$ cat src/rtl/conv_unit.sv
// conv_unit: pipelined WebAssembly reinterpret / wrap / integer-extend conversion unit.
// A trapping op drains the older results ahead of it, is reported, and then halts the unit until reset.

module conv_unit #(
    parameter bit         HAS_FPU     = 1'b1,
    parameter bit         USE_64B     = 1'b1,
    parameter int         PIPE_STAGES = 2,
    parameter logic [3:0] TRAP_BADOP  = 4'hF
) (
    input  logic        clk,
    input  logic        reset,
    input  logic        in_valid,
    output logic        in_ready,
    input  logic [7:0]  in_op,
    input  logic [63:0] in_data,
    output logic        out_valid,
    input  logic        out_ready,
    output logic [63:0] out_data,
    output logic [1:0]  out_type,
    output logic [3:0]  out_trap,
    output logic        halted
);

    localparam logic [1:0] TY_I32      = 2'd0;
    localparam logic [1:0] TY_I64      = 2'd1;
    localparam logic [1:0] TY_F32      = 2'd2;
    localparam logic [1:0] TY_F64      = 2'd3;
    localparam logic [3:0] TRAP_NO_FPU = 4'h1;
    localparam logic [3:0] TRAP_NO_64B = 4'h2;
    localparam int         LAST        = PIPE_STAGES - 1;

    typedef enum logic [1:0] {
        ST_RUN   = 2'd0,
        ST_DRAIN = 2'd1,
        ST_HALT  = 2'd2
    } state_e;

    state_e                 state_q, state_d;
    logic                   rdy_en_q, rdy_en_d;
    logic [PIPE_STAGES-1:0] vld_q, vld_d, adv_s;
    logic [63:0]            data_q [PIPE_STAGES];
    logic [63:0]            data_d [PIPE_STAGES];
    logic [1:0]             type_q [PIPE_STAGES];
    logic [1:0]             type_d [PIPE_STAGES];
    logic [3:0]             trap_q [PIPE_STAGES];
    logic [3:0]             trap_d [PIPE_STAGES];

    logic        dec_sup_s, dec_flt_s, dec_64_s;
    logic [63:0] dec_res_s, dec_data_s;
    logic [1:0]  dec_ty_s, dec_type_s;
    logic [3:0]  dec_trap_s;
    logic        adv_c_s, accept_s;

    // Opcode decode: result, result type, capability class and trap code of the incoming op.
    always_comb begin
        dec_sup_s = 1'b1;
        dec_flt_s = 1'b0;
        dec_64_s  = 1'b0;
        dec_res_s = 64'd0;
        dec_ty_s  = TY_I32;
        case (in_op)
            8'hA7: begin dec_64_s = 1'b1; dec_res_s = {32'd0, in_data[31:0]}; dec_ty_s = TY_I32; end
            8'hAC: begin dec_64_s = 1'b1; dec_res_s = {{32{in_data[31]}}, in_data[31:0]}; dec_ty_s = TY_I64; end
            8'hAD: begin dec_64_s = 1'b1; dec_res_s = {32'd0, in_data[31:0]}; dec_ty_s = TY_I64; end
            8'hBC: begin dec_flt_s = 1'b1; dec_res_s = {32'd0, in_data[31:0]}; dec_ty_s = TY_I32; end
            8'hBD: begin dec_flt_s = 1'b1; dec_64_s = 1'b1; dec_res_s = in_data; dec_ty_s = TY_I64; end
            8'hBE: begin dec_flt_s = 1'b1; dec_res_s = {32'd0, in_data[31:0]}; dec_ty_s = TY_F32; end
            8'hBF: begin dec_flt_s = 1'b1; dec_64_s = 1'b1; dec_res_s = in_data; dec_ty_s = TY_F64; end
            8'hC0: begin dec_res_s = {32'd0, {24{in_data[7]}}, in_data[7:0]}; dec_ty_s = TY_I32; end
            8'hC1: begin dec_res_s = {32'd0, {16{in_data[15]}}, in_data[15:0]}; dec_ty_s = TY_I32; end
            8'hC2: begin dec_64_s = 1'b1; dec_res_s = {{56{in_data[7]}}, in_data[7:0]}; dec_ty_s = TY_I64; end
            8'hC3: begin dec_64_s = 1'b1; dec_res_s = {{48{in_data[15]}}, in_data[15:0]}; dec_ty_s = TY_I64; end
            8'hC4: begin dec_64_s = 1'b1; dec_res_s = {{32{in_data[31]}}, in_data[31:0]}; dec_ty_s = TY_I64; end
            default: dec_sup_s = 1'b0;
        endcase
        if (!dec_sup_s) begin
            dec_trap_s = TRAP_BADOP;
        end else if (dec_flt_s && !HAS_FPU) begin
            dec_trap_s = TRAP_NO_FPU;
        end else if (dec_64_s && !USE_64B) begin
            dec_trap_s = TRAP_NO_64B;
        end else begin
            dec_trap_s = 4'd0;
        end
        // A trapping op carries a zero i32 payload so the consumer never sees partial data.
        if (dec_trap_s != 4'd0) begin
            dec_data_s = 64'd0;
            dec_type_s = TY_I32;
        end else begin
            dec_data_s = dec_res_s;
            dec_type_s = dec_ty_s;
        end
    end

    // Advance chain: a stage may move when the stage after it is empty or itself moving.
    always_comb begin
        adv_s       = '0;
        adv_c_s     = !vld_q[LAST] || out_ready;
        adv_s[LAST] = adv_c_s;
        for (int k = LAST - 1; k >= 0; k--) begin
            adv_c_s  = !vld_q[k] || adv_c_s;
            adv_s[k] = adv_c_s;
        end
    end

    assign in_ready = rdy_en_q && (state_q == ST_RUN) && adv_s[0];
    assign accept_s = in_valid && in_ready;

    // Pipeline next state: payloads only move with a valid op, so an emptied output stage keeps its trap.
    always_comb begin
        vld_d  = vld_q;
        data_d = data_q;
        type_d = type_q;
        trap_d = trap_q;
        if (adv_s[0]) begin
            vld_d[0] = accept_s;
            if (accept_s) begin
                data_d[0] = dec_data_s;
                type_d[0] = dec_type_s;
                trap_d[0] = dec_trap_s;
            end else begin
                data_d[0] = data_q[0];
            end
        end else begin
            vld_d[0] = vld_q[0];
        end
        for (int k = 1; k < PIPE_STAGES; k++) begin
            if (adv_s[k]) begin
                vld_d[k] = vld_q[k-1];
                if (vld_q[k-1]) begin
                    data_d[k] = data_q[k-1];
                    type_d[k] = type_q[k-1];
                    trap_d[k] = trap_q[k-1];
                end else begin
                    data_d[k] = data_q[k];
                end
            end else begin
                vld_d[k] = vld_q[k];
            end
        end
    end

    // Control FSM: RUN until a trap is accepted, DRAIN until it leaves, then HALT until reset.
    always_comb begin
        state_d  = state_q;
        rdy_en_d = 1'b1;
        case (state_q)
            ST_RUN: begin
                if (accept_s && (dec_trap_s != 4'd0)) begin
                    state_d = ST_DRAIN;
                end else begin
                    state_d = ST_RUN;
                end
            end
            ST_DRAIN: begin
                if (vld_q[LAST] && out_ready && (trap_q[LAST] != 4'd0)) begin
                    state_d = ST_HALT;
                end else begin
                    state_d = ST_DRAIN;
                end
            end
            ST_HALT: state_d = ST_HALT;
            default: state_d = ST_HALT;
        endcase
    end

    // State and pipeline registers; reset discards every in-flight op immediately.
    always_ff @(posedge clk or negedge reset) begin
        if (!reset) begin
            state_q  <= ST_RUN;
            rdy_en_q <= 1'b0;
            vld_q    <= '0;
            for (int k = 0; k < PIPE_STAGES; k++) begin
                data_q[k] <= 64'd0;
                type_q[k] <= TY_I32;
                trap_q[k] <= 4'd0;
            end
        end else begin
            state_q  <= state_d;
            rdy_en_q <= rdy_en_d;
            vld_q    <= vld_d;
            data_q   <= data_d;
            type_q   <= type_d;
            trap_q   <= trap_d;
        end
    end

    assign out_valid = vld_q[LAST];
    assign out_data  = data_q[LAST];
    assign out_type  = type_q[LAST];
    assign out_trap  = trap_q[LAST];
    assign halted    = (state_q == ST_HALT);

endmodule

$ cat config.mk
export PLATFORM = sky130hd
export DESIGN_NAME = conv_unit
export DESIGN_NICKNAME = d
export VERILOG_FILES = /design/src/rtl/conv_unit.sv
export SDC_FILE = /design/constraint.sdc
export NUM_CORES = 1
export LEC_CHECK = 0
export CORE_MARGIN = 1
export CORE_UTILIZATION = 29
export DETAILED_ROUTE_END_ITERATION = 7
export PLACE_DENSITY = 0.56
export SETUP_SLACK_MARGIN = 0.1
export SLEW_MARGIN = 5
export SYNTH_ARGS = -nofsm -noshare
export SYNTH_HDL_FRONTEND = slang
export SYNTH_SLANG_ARGS = --single-unit
$ cat constraint.sdc
create_clock -name clk -period 2.25 [get_ports clk]
set_clock_uncertainty 0.05 [all_clocks]
set_input_delay 0.3375 -clock clk [delete_from_list [all_inputs] [get_ports clk]]
set_output_delay 0.3375 -clock clk [all_outputs]
set_load 0.05 [all_outputs]
==> results of run 1 <==
==> per-stage QoR <==
| stage | instances | power [W] | hold slack (ns) | worst slack (ns) | util, % |
|---|---|---|---|---|---|
| detailed placement | 928 | 0.00829 | 0.143 | -0.231 | 37.0 |
| floorplan | 579 | 0.00733 | -0.00809 | 0.138 | - |
| global route | 961 | 0.0117 | 0.270 | 0.108 | 39.9 |
| finish | 961 | 0.0111 | 0.276 | 0.206 | 39.9 |
| CTS | 961 | 0.0112 | 0.264 | 0.173 | 39.9 |
| global placement | 928 | 0.00821 | 0.143 | -0.191 | 37.0 |
==> report_power, final <==
part           internal (W)  switching [W]
combinational       0.00166        0.00267
sequential          0.00337       0.000470
clock               0.00186        0.00106
==> logic make-up (layout without fill, tap and decap cells) <==
kind of cell | Yosys count | in the layout | share of synthesized area [%]
flops | 139 | 139 | 54.8
simple gates | 137 | 137 | 9.31
compound gates | 122 | 122 | 12.8
buf+inv | 113 | 220 | 11.0
mux | 67 | 67 | 11.9
other cells | 1 | 1 | 0.0591
==> registers in the layout, indices dropped and copies added, names as in the netlist <==
name and cells:
rdy_en_q 1, out_trap 1, vld_q 2, type_q 2, state_q 2, out_data 64, out_type 2, data_q 64
trap_q 1
==> routing by layer <==
layer / GRT usage (%) / wire (µm) / up-vias
li1: - / - / 2118
met1: 18.8 / 6980 / 2240
met2: 23.3 / 7410 / 123
met3: 3.75 / 877 / 14
met4: 5.15 / 227 / 0
met5: 0 / 0 / -
==> cell usage after synthesis <==
cell type,number
nand4_1,1
nor4_1,1
nand3_2,1
nand2_1,73
nor3_1,1
buf_6,1
a22o_2,2
buf_4,71
o211ai_2,10
o31ai_4,1
nand2b_1,5
mux2_2,67
o21ai_1,1
and3_1,1
nor2_1,44
inv_1,10
a21oi_1,78
clkbuf_1,29
nor2b_1,1
o221ai_1,8
o311ai_0,7
o211ai_1,7
or4b_2,1
nand4b_1,2
dfrtp_1,139
buf_2,2
a32oi_1,1
a31oi_1,1
nand3_1,1
and4_1,1
o21ai_0,2
nand3b_1,2
o41ai_1,1
nor3_2,1
a211oi_4,1
o22ai_1,1
conb_1,1
a221oi_1,1
or4b_4,1
==> layout make-up <==
type	count	area (µm²)
fill	2077	12700
inverter	10	37.5
timing repair buffer	178	1800
clock inverter	10	139
tap	275	344
multi-input combinational	327	2190
sequential	139	3480
clock buffer	22	484
==> how the worst max path moves through the flow <==
stage                         start                  endpoint  slack (ns)
4_1_cts        vld_q[1]$_DFFE_PN0P_                 out_valid        0.17
3_5_place_dp               in_op[6]   data_q[115]$_DFFE_PN0P_       -0.23
3_3_place_gp               in_op[6]   data_q[109]$_DFFE_PN0P_       -0.19
5_1_grt                    in_op[4]    data_q[66]$_DFFE_PN0P_        0.11
2_1_floorplan  vld_q[1]$_DFFE_PN0P_  out_data[33]$_DFFE_PN0P_        0.14
6_report       vld_q[1]$_DFFE_PN0P_                 out_valid        0.21
==> repair_timing <==
action | in CTS | in global routing
hold buffers | 1 | 0
hold endpoints to repair | 18 | 0
setup endpoints to repair | 5 | 3
resized for setup | 5 | 1
==> summary.md, run 1 <==
| Metric | Value |
|---|---|
| Worst Path Required | `around 1.9 ns` |
| Worst endpoint data arrival time | `roughly 1.7 ns` |
| Die Y | `about 150 µm` |
| CP top delay family | `buffers and inverters` |
| Initial antenna violation count | `0` |
| Post-detail-place hpwl | `~11000 µm` |
| Fin. Hold Viols | `0` |
| Total global-route track usage | `around 14%` |
| Commonest cells after routing, fill and taps aside | `clkdlybuf4s50_1, dfrtp_1, a21oi_1` |
| R2R cell count | `5` |
| P&R area growth vs syn | `33.6%` |
| DR vias/cell | `~4.7` |
| Crit-path max cell delay | `~0.85 ns` |
| Synth top area share | `~55%` |
| Dpl cell area | `about 7800 µm²` |
| P per Cell Area | `1310 nW/µm²` |
| Antenna diodes | `0` |
| Via Count | `4495` |
| Hold WC Path Type | `input pin to asynchronous set/reset pin` |
| Rel. slew slack | `~57%` |
| Clock Latency Late Sink | `between 0.4 and 0.5 ns` |
| CTS Buf Count | `17` |
| Clk buf depth | `2` |
| Post-CTS Setup Inserts | `0` |
| Slowest CP cell | `clkdlybuf4s50_1` |
| DRT Pass-1 Iters | `4` |
| Crit Path Class | `flop to output port` |
| Clock root cell | `clkbuf_16` |
| Grt ovf | `0` |
| Routed length per instance | `between 15 and 20 µm` |
| Post-synthesis sequential area ratio | `between 50% and 60%` |
| Starting DRT DRC Count | `~200` |
| DRC viols | `0` |
| Synth top area cells | `dfrtp_1, mux2_2, buf_4` |
| Gate Count Post-Synth | `just under 600` |
| Crit. End Element | `output port` |
| CP max FO | `4` |
| Slew @ Worst Pin | `approximately 0.64 ns` |
| First-pass GRT wire length | `about 25000 µm` |
| Die X | `150 µm` |
| Core ar. | `around 21000 µm²` |
| Port buffer count | `approximately 150` |
| RSZ-0062 raised after global routing | `no` |
| Antenna Violating Nets Remaining | `0` |
| CP Buf/Inv Count | `1` |
| Fin area | `8470 µm²` |
| Final WL | `15500 µm` |
| Fin crit period | `between 2 and 2.5 ns` |
| Most area-hungry cell type in the Yosys netlist | `dfrtp_1` |
| P_leak | `~3.7 nW` |
| Syn nets | `~660` |
| R2R Setup Slk | `between 0.5 and 0.6 ns` |
| Worst R2R End | `data_q[68]$_DFFE_PN0P_` |
| Tcrit/Tclk final | `around nine tenths` |
| Setup tns final | `0 ns` |
| Crit path launch type | `flop` |
| Max Slew Vio Count | `0` |
| Average cell area after synthesis | `around 11 µm²` |
| Netlist Area Pre-Place | `about 6300 µm²` |
| Via count of the first global-routing pass | `between 4000 and 5000` |
| FP Rows | `53` |
| Placer Congestion | `between 0.8 and 0.9` |
| Crit path cell chain | `clkdlybuf4s50_1` |
| Max cap viols | `0` |
| CTS tree | `yes` |
| Commonest non-fill, non-tap cell in the layout | `clkdlybuf4s50_1` |
| Cell variety after synth | `39` |
| Max VDD drop | `0.000808 V` |
| CTS Sinks | `between 100 and 150` |
| Synth Warn # | `0` |
| NumNets Final | `around 750` |
| Largest net degree at the start of global routing | `67` |
| H-tree depth | `4` |
| Setup violators final | `0` |
| Synthesis-stage register bit count | `139` |
| Clock transition at path regs | `~0.060 ns` |
| I/O pin count | `149` |
| Status | `finished clean` |
| Worst flop-to-flop path startpoint | `state_q[0]$_DFF_PN0_` |
| Starting Density | `between 20 and 30%` |
| Critical path depth | `1` |
| Die area | `between 20000 and 25000 µm²` |
| FMAX | `slightly below 500 MHz` |
| Share of cells above drive strength 1 | `22.2%` |
Note: power is estimated with default switching activity, not from simulation.
==> run 2, diff against run 1 <==
--- a/config.mk
+++ b/config.mk
@@ -5,10 +5,12 @@
 export SDC_FILE = /design/constraint.sdc
 export NUM_CORES = 1
 export LEC_CHECK = 0
+export CELL_PAD_IN_SITES_DETAIL_PLACEMENT = 0
+export CELL_PAD_IN_SITES_GLOBAL_PLACEMENT = 2
 export CORE_MARGIN = 1
 export CORE_UTILIZATION = 29
 export DETAILED_ROUTE_END_ITERATION = 7
-export PLACE_DENSITY = 0.56
+export PLACE_DENSITY = 0.79
 export SETUP_SLACK_MARGIN = 0.1
 export SLEW_MARGIN = 5
 export SYNTH_ARGS = -nofsm -noshare
==> run 2 against run 1 <==
Net effect:
- count of clock-buffer cells in the layout decreased by 2
- fmax decreased by 0.25%
- sequential cell count unchanged
- final area about the same
- die area unchanged
- first-iteration DRC count decreased by 27%
- core utilization about the same
- combinational power about the same
- via count increased by 1.4%
- non-clock buffer count increased by 1
- critical path type unchanged
==> summary.md, run 2 (synthesis results as in run 1) <==
| Metric | Value |
|---|---|
| Status | `finished clean` |
| CP Buf/Inv Count | `1` |
| Via count of the first global-routing pass | `a little under 5000` |
| Worst R2R End | `data_q[64]$_DFFE_PN0P_` |
| Max Slew Vio Count | `0` |
| Rel. slew slack | `a little under three fifths` |
| NumNets Final | `750` |
| CTS tree | `yes` |
| Post-CTS Setup Inserts | `0` |
| CTS Buf Count | `17` |
| Initial antenna violation count | `1` |
| CP max FO | `4` |
| Core ar. | `about 21000 µm²` |
| Via Count | `4559` |
| Crit path cell chain | `clkdlybuf4s50_1` |
| RSZ-0062 raised after global routing | `no` |
| Starting Density | `29.9%` |
| Antenna diodes | `0` |
| Clock transition at path regs | `0.06 ns` |
| Die Y | `approximately 150 µm` |
| Crit. End Element | `output port` |
| Max VDD drop | `0.000586 V` |
| Clock Latency Late Sink | `just over 0.4 ns` |
| FP Rows | `53` |
| Routed length per instance | `roughly 17 µm` |
| Commonest cells after routing, fill and taps aside | `clkdlybuf4s50_1, dfrtp_1, a21oi_1` |
| I/O pin count | `about 150` |
| Worst flop-to-flop path startpoint | `state_q[0]$_DFF_PN0_` |
| DR vias/cell | `~4.7` |
| Die area | `around 22000 µm²` |
| Tcrit/Tclk final | `91.1%` |
| Setup WS pre-CTS | `-0.181 ns` |
| P_leak | `approximately 3.7 nW` |
| Port buffer count | `about 150` |
| Final hold slack | `~0.43 ns` |
| Die X | `150 µm` |
| Final setup margin | `between 0.2 and 0.25 ns` |
| Commonest non-fill, non-tap cell in the layout | `clkdlybuf4s50_1` |
| Worst Path Required | `about 1.9 ns` |
| Clock root cell | `clkbuf_16` |
| H-tree depth | `4` |
| Starting DRT DRC Count | `150` |
| DRC viols | `0` |
| Fill count | `between 2000 and 2500` |
| Fin crit period | `approximately 2.0 ns` |
| Crit path launch type | `flop` |
| CTS Sinks | `139` |
| Max cap viols | `0` |
| Post-detail-place hpwl | `around 11000 µm` |
| Grt ovf | `0` |
| R2R Setup Slk | `approximately 0.55 ns` |
| Share of cells above drive strength 1 | `between 20% and 30%` |
| P per Cell Area | `roughly 1300 nW/µm²` |
| Multi-input gate area | `between 2000 and 2500 µm²` |
| Clk buf depth | `2` |
| Hold WC Path Type | `input pin to asynchronous set/reset pin` |
| Crit-path max cell delay | `0.85 ns` |
| Tot Pwr | `~0.011 W` |
| Total global-route track usage | `15.2%` |
| Setup violators final | `0` |
| Crit Path Class | `flop to output port` |
| Dpl cell area | `about 8000 µm²` |
| Antenna Violating Nets Remaining | `0` |
| Register area | `~3500 µm²` |
| FMAX | `slightly below 500 MHz` |
| Final WL | `15900 µm` |
| Worst endpoint data arrival time | `between 1.5 and 2 ns` |
| Slowest CP cell | `clkdlybuf4s50_1` |
| CP top delay family | `buffers and inverters` |
| DRT Pass-1 Iters | `5` |
| Placer Congestion | `between 0.7 and 0.8` |
| Slew @ Worst Pin | `about 0.65 ns` |
| Largest net degree at the start of global routing | `68` |
| Fin. Hold Viols | `0` |
| P&R area growth vs syn | `33.6%` |
| R2R cell count | `5` |
| Fin area | `approximately 8500 µm²` |
| First-pass GRT wire length | `approximately 26000 µm` |
==> run 2: changes by cell type in the layout (fill, tap and decap cells not counted), sizes merged <==
cell      previous run  this run
clkbuf              22        20
bufinv               3         2
inv                 10        12
clkinvlp             1         4
clkinv               6         4
buf                 31        32
==> run 2: metal layers <==
| layer | share of wire [%] | vias up | wire [µm] | GRT usage [%] |
|---|---|---|---|---|
| met5 | 0.082 | - | 13 | 0 |
| met1 | 43 | 2303 | 6860 | 18.6 |
| met3 | 3.9 | 21 | 626 | 3.60 |
| met4 | 1.8 | 2 | 291 | 5.76 |
| met2 | 51 | 114 | 8090 | 25.8 |
| li1 | - | 2119 | - | - |
==> run 2: worst max path at each step <==
stage	startpoint	end	cells after the start
floorplan	vld_q[1]$_DFFE_PN0P_	out_data[33]$_DFFE_PN0P_	5
global placement	in_op[6]	data_q[87]$_DFFE_PN0P_	7
detailed placement	in_op[6]	data_q[100]$_DFFE_PN0P_	6
CTS	vld_q[1]$_DFFE_PN0P_	out_valid	1
global route	vld_q[1]$_DFFE_PN0P_	out_valid	1
finish	vld_q[1]$_DFFE_PN0P_	out_valid	1
==> run 2: through the flow <==
stage / cells / utilization, % / setup TNS (ns)
4_1_cts: 962 / 39.9 / 0
5_1_grt: 962 / 39.9 / 0
2_1_floorplan: 579 / - / 0
6_report: 962 / 39.9 / 0
3_3_place_gp: 929 / 37.1 / -5.62
3_5_place_dp: 929 / 37.1 / -8.36
==> run 2: timing repair <==
action                     in CTS  in global routing
setup endpoints to repair       5                  0
hold buffers                    1                  0
resized for setup               5                  0
hold endpoints to repair       65                  0
==> run 2: layout make-up <==
type	count	share of cell area [%]
clock buffers	20	5.39
clock inverters	12	1.64
inverters	10	0.443
multi-input cells	327	25.8
flip-flops and latches	139	41.0
well taps	275	4.06
repair buffers	179	21.6
==> run 2: where the power goes <==
group	internal (W)	switching [W]
Combinational	0.00167	0.00269
Sequential	0.00337	0.000479
Clock	0.00170	0.00110
Total	0.00674	0.00426
==> run 2: worst register-to-register path, cell delays in order (launching register included) <==
cell and delay [ns]:
dfrtp_1 0.41, nor2_1 0.21, and4_2 0.37, buf_4 0.29, nand2_1 0.10, o221ai_1 0.19
==> run 3, diff against run 2 <==
--- a/config.mk
+++ b/config.mk
@@ -8,9 +8,10 @@
 export CELL_PAD_IN_SITES_DETAIL_PLACEMENT = 0
 export CELL_PAD_IN_SITES_GLOBAL_PLACEMENT = 2
 export CORE_MARGIN = 1
-export CORE_UTILIZATION = 29
+export CORE_UTILIZATION = 33
+export CTS_BUF_LIST = sky130_fd_sc_hd__clkbuf_2
 export DETAILED_ROUTE_END_ITERATION = 7
-export PLACE_DENSITY = 0.79
+export PLACE_DENSITY = 0.88
 export SETUP_SLACK_MARGIN = 0.1
 export SLEW_MARGIN = 5
 export SYNTH_ARGS = -nofsm -noshare
==> run 3 against run 2 <==
Net effect:
- hold slack lost 0.28 ns
- sequential power is essentially flat
- critical endpoint is now out_data[14]
- via count fell by 2.1%
- routed wire length shrank 3.7%
- sequential cell count unchanged
- worst setup slack improved by 0.038 ns
- non-clock buffer count grew 2
- clock power fell by 45%
- final cell count is 3.8% lower
==> summary.md, run 3 (synthesis results as in run 1) <==
| Metric | Value |
|---|---|
| Fill count | `1840` |
| Slew @ Worst Pin | `between 0.8 and 0.9 ns` |
| First-pass GRT wire length | `24800 µm` |
| RSZ-0062 raised after global routing | `yes` |
| Starting Density | `about a third` |
| DRT Pass-1 Iters | `5` |
| Commonest cells after routing, fill and taps aside | `dfrtp_1, a21oi_1, clkdlybuf4s50_1` |
| I/O pin count | `~150` |
| Routed length per instance | `about 17 µm` |
| Die Y | `141 µm` |
| Die area | `approximately 20000 µm²` |
| Clock Latency Late Sink | `about 0.69 ns` |
| Setup violators final | `0` |
| Antenna Violating Nets Remaining | `0` |
| P&R area growth vs syn | `26.0%` |
| CTS Sinks | `139` |
| Register share of total power | `between 40% and 50%` |
| Final WL | `15300 µm` |
| Max VDD drop | `~0.00075 V` |
| Max Slew Vio Count | `0` |
| Via Count | `around 4500` |
| Post-detail-place hpwl | `10400 µm` |
| Clk buf depth | `2` |
| Via count of the first global-routing pass | `around 4700` |
| Tot Pwr | `between 0.009 and 0.01 W` |
| NumNets Final | `approximately 750` |
| DRC viols | `0` |
| Psw | `0.00407 W` |
| Max cap viols | `0` |
| Setup tns final | `0 ns` |
| Part of the power in the clock network | `between 15 and 20%` |
| Worst Path Required | `around 1.9 ns` |
| Int Power | `0.00538 W` |
| Hold WC Path Type | `input pin to flop` |
| CP top delay family | `buffers and inverters` |
| Die X | `around 140 µm` |
| Worst endpoint data arrival time | `1.62 ns` |
| Crit path cell chain | `clkdlybuf4s15_1` |
| Largest net degree at the start of global routing | `140` |
| Port buffer count | `between 100 and 150` |
| FMAX | `roughly 500 MHz` |
| Core ar. | `between 15000 and 20000 µm²` |
| P per Cell Area | `between 1000 and 1500 nW/µm²` |
| Placer Congestion | `0.779` |
| Starting DRT DRC Count | `190` |
| CP Buf/Inv Count | `1` |
| Fin. Hold Viols | `0` |
| Clock root cell | `clkbuf_2` |
| Grt ovf | `0` |
| Crit path launch type | `flop` |
| Tcrit/Tclk final | `roughly 90%` |
| Crit. End Element | `output port` |
| Final setup margin | `between 0.2 and 0.25 ns` |
| CP max FO | `2` |
| Slowest CP cell | `clkdlybuf4s15_1` |
| DR vias/cell | `around 4.8` |
| Setup WS pre-CTS | `-0.292 ns` |
| H-tree depth | `4` |
| Status | `finished clean` |
| Share of cells above drive strength 1 | `25.7%` |
| Crit-path max cell delay | `about 0.53 ns` |
| Crit Path Class | `flop to output port` |
| P_leak | `roughly 3.7 nW` |
| Rel. slew slack | `44.6%` |
| Initial antenna violation count | `3` |
| Switching Share | `between 40 and 50%` |
| Total global-route track usage | `roughly 16%` |
| Clock transition at path regs | `around 0.2 ns` |
| CTS Buf Count | `17` |
| Commonest non-fill, non-tap cell in the layout | `dfrtp_1` |
| Comb pwr share | `between 40% and 50%` |
| CTS tree | `yes` |
| Fin crit period | `slightly above 2 ns` |
| FP Rows | `50` |
## run 3: area by class of cell
type	instances	area, µm²	share of cell area, %
clock inverters	14	154	1.93
inverters	10	37.5	0.470
clock buffers	18	90.1	1.13
repair buffers	181	1740	21.8
multi-input cells	327	2200	27.5
diodes	2	5.00	0.0626
flip-flops and latches	139	3480	43.5
well taps	234	293	3.66
## run 3: per-stage QoR
step | hold WS [ns] | instances | utilization, % | instance area (µm²)
6_report | 0.143 | 925 | 42.6 | 7990
5_1_grt | 0.0207 | 924 | 42.6 | 7990
4_1_cts | 0.0386 | 921 | 42.6 | 8000
3_5_place_dp | 0.432 | 888 | 41.7 | 7820
3_3_place_gp | 0.426 | 888 | 41.7 | 7820
2_1_floorplan | -0.00809 | 579 | - | 6340
## run 3: path summary, 6_finish.rpt
path	slack [ns]	depth (start not counted)	from	endpoint
max	0.24	1	out_data[14]$_DFFE_PN0P_	out_data[14]
min	0.14	3	in_data[21]	data_q[85]$_DFFE_PN0P_
max reg2reg	0.51	6	vld_q[0]$_DFFE_PN0N_	data_q[71]$_DFFE_PN0P_
min reg2reg	0.46	1	data_q[110]$_DFFE_PN0P_	out_data[46]$_DFFE_PN0P_
max in group asynchronous	1.29	3	reset	out_data[2]$_DFFE_PN0P_
min in group asynchronous	0.19	3	reset	data_q[65]$_DFFE_PN0P_
## run 3: routing by layer
metal | global-route usage [%] | share of wire [%] | vias to the layer above
li1 | - | - | 2117
met1 | 20.3 | 44 | 2202
met2 | 26.6 | 48 | 120
met3 | 4.96 | 5.3 | 25
met4 | 6.46 | 2.0 | 0
met5 | 0 | 0 | -
## run 3: repair_timing
action / CTS / global route
hold buffers: 1 / 0
gates resized for setup: 84 / 62
buffers inserted: 0 / 2
endpoints found under the hold margin: 139 / 0
setup endpoints to repair: 73 / 44
## run 3: power groups by stage
| stage | registers [W] | logic, W | clock network, W |
|---|---|---|---|
| 5_1_grt | 0.00395 | 0.00434 | 0.00172 |
| 6_report | 0.00383 | 0.00409 | 0.00153 |
| 2_1_floorplan | 0.00374 | 0.00359 | 0 |
| 3_5_place_dp | 0.00390 | 0.00440 | 0 |
| 3_3_place_gp | 0.00385 | 0.00434 | 0 |
| 4_1_cts | 0.00383 | 0.00411 | 0.00160 |
==> variant: new RTL, flow settings as in run 1 <==
Re-encode `state_e` (3 states) as one-hot, 3 bits wide.
--- a/src/rtl/conv_unit.sv
+++ b/src/rtl/conv_unit.sv
@@ -31,6 +31,6 @@
 
-    typedef enum logic [1:0] {
-        ST_RUN   = 2'd0,
-        ST_DRAIN = 2'd1,
-        ST_HALT  = 2'd2
+    typedef enum logic [2:0] {
+        ST_RUN   = 3'b001,
+        ST_DRAIN = 3'b010,
+        ST_HALT  = 3'b100
     } state_e;
Check against the original RTL: same outputs for any inputs over 4 cycles, from zero or initial values and one cycle with reset low; so few cycles prove little.
==> variant against run 1 <==
Critical path depth up 3. Final area up 1.1%. Synthesized area up 1.2%. Non-clock buffer count unchanged. Setup slack worse by 38 ps. Routed wire length down 4.0%. Sequential cell count up 1. Critical endpoint is now in_ready. Largest cell class unchanged.
Power is not compared: it rests on default switching activity, and its combinational part moved more than twofold at a synthesized area within 25%.
==> variant: results (changes against run 1) <==
* Status: finished clean
* Synth cell types at 47 (+21%)
* Crit path DAT at 1690 ps (+30 ps)
* Overall Global Routing Usage at 13.5% (-1.0 points)
* Worst-case clock buffer depth at 2 (unchanged)
* Fraction of registers with async set/reset at 100% (unchanged)
* Critical Path Fanout Max at 3 (-1)
* CP top delay family: flip-flops
* H-tree Lvls at 4 (unchanged)
* Critical path's largest stage delay at 540 ps (-310 ps)
* CTS Buf Count at 17 (unchanged)
* Yosys warning count at 0 (unchanged)
* Hold Path Class: input pin to async pin
* Fin nets at 730 (-2.5%)
* Drt initial violations at 115 (-44%)
* Fraction of layout cells with a size suffix above 1 at 24.0% (+1.9 points)
* Vias in the first global route at 4,528 (-3.1%)
* Initial antenna violation count at 0 (unchanged)
* Seq/Total Area, Yosys at 54.6% (-0.25 points)
* Mapped Nets at 633 (-3.4%)
* Detailed-route wire length at 14,900 um (-4.0%)
* Top cell types by occurrence after synthesis: dfrtp_1 (139), buf_4 (72), mux2_2 (67)
* Via count at 4,360 (-3.0%)
* Post-CTS setup buffers at 0 (unchanged)
* Final Wtd Congestion at 0.788 (-3.9%)
* # port buffers at 148 (unchanged)
* Lkg Pwr at 0.00381 uW
* Slowest cell on the critical path: dfstp_2
* Clock Pin Slew Worst Setup and Hold Paths at 60 ps (about the same)
* Largest net degree at the start of global routing at 59 (-12%)
* HPWL after DPL at 10,500 um (-3.8%)
* Synth area leaders: dfrtp_1 (54%), mux2_2 (12%), buf_4 (8.4%)
* Peak VDD IR at 462 uV
* Global-route wire length before repair at 23,400 um (-5.5%)
* Fill cells at 2,099 (+1.1%)
* Cells after synthesis at 557 (-3.8%)
* Ant. Diodes at 0 (unchanged)
* Avg WL per Cell at 15.7 um (-2.5%)
* Worst-Margin Slew at 594 ps (-45.7 ps)
* Root Buffer: clkbuf_16
* Cell total after placement at 914 (-1.5%)
[variant: changes by cell type in the layout (fill, tap and decap cells not counted), moves of 6 or more]
cell	delta
a21oi_1	-45
o21ai_1	+29
a211oi_2	+15
nand2_1	-12
nor2_1	-10
o211ai_2	-10
o21ai_0	+10
inv_1	-9
a22o_1	+8
o221ai_1	-8
a21boi_0	+7
o311ai_0	-7
a221oi_1	+6
o211ai_1	-6
[variant: what timing repair did]
action | CTS | global route
setup endpoints to repair | 28 | 6
hold endpoints to repair | 55 | 0
hold buffers | 1 | 0
resized for setup | 7 | 1
pin swaps | 0 | 0
[variant: logic make-up (layout without fill, tap and decap cells)]
family | Yosys count | in the layout | share of synthesized area (%)
compound gates | 124 | 124 | 13.5
buf+inv | 101 | 210 | 11.0
other cells | 1 | 1 | 0.0584
flops | 140 | 140 | 54.6
mux | 68 | 68 | 11.9
simple gates | 123 | 123 | 8.97
[variant: path summary, 6_finish.rpt]
check	depth (start not counted)	slack (ps)	startpoint	end
worst min register to register	1	430	trap_q[6]	trap_q[6]
worst max-delay path	4	170	state_q[0]	in_ready
worst min-delay path	2	410	reset	out_data[62]
worst max register to register	6	230	state_q[0]	data_q[82]
min in group clk	1	430	trap_q[6]	trap_q[6]
max in group asynchronous	3	1040	reset	out_data[30]
[variant: area by class of cell]
type,instances,area (um^2),area share (%)
clock buffers,17,425,4.97
inverters,1,3.75,0.0438
flip-flops and latches,140,3500,40.9
clock inverters,14,218,2.54
repair buffers,178,1830,21.4
multi-input cells,316,2230,26.0
well taps,280,350,4.09
[variant: worst reg2reg max path, delay by kind of cell (launching register included)]
| kind | cells | cell delay (ps) |
|---|---|---|
| buf+inv | 1 | 220 |
| compound gates | 1 | 60 |
| simple gates | 4 | 1010 |
| flops | 1 | 540 |
[variant: layer usage]
layer | share of wire, % | vias to the layer above | track usage, %
met1 | 46 | 2180 | 17.3
met3 | 4.8 | 14 | 3.13
met2 | 48 | 115 | 22.0
met5 | 0 | - | 0
met4 | 1.1 | 0 | 4.75
li1 | - | 2051 | -
[variant: power breakdown]
| group | leakage [uW] | switching [uW] | internal [uW] |
|---|---|---|---|
| sequential | 0.00195 | 0.190 | 2520 |
| combinational | 0.00156 | 126 | 160 |
| clock | 0.000306 | 1100 | 1970 |
| total | 0.00381 | 1220 | 4650 |
[variant: metrics by stage]
step	hold slack, ps	instance area (um^2)	setup slack, ps	utilization [%]
floorplan	-8.09	6420	127	-
global placement	296	7900	-161	36.3
detailed placement	303	7900	-231	36.3
CTS	411	8560	137	39.3
global route	441	8560	112	39.4
finish	415	8560	169	39.4
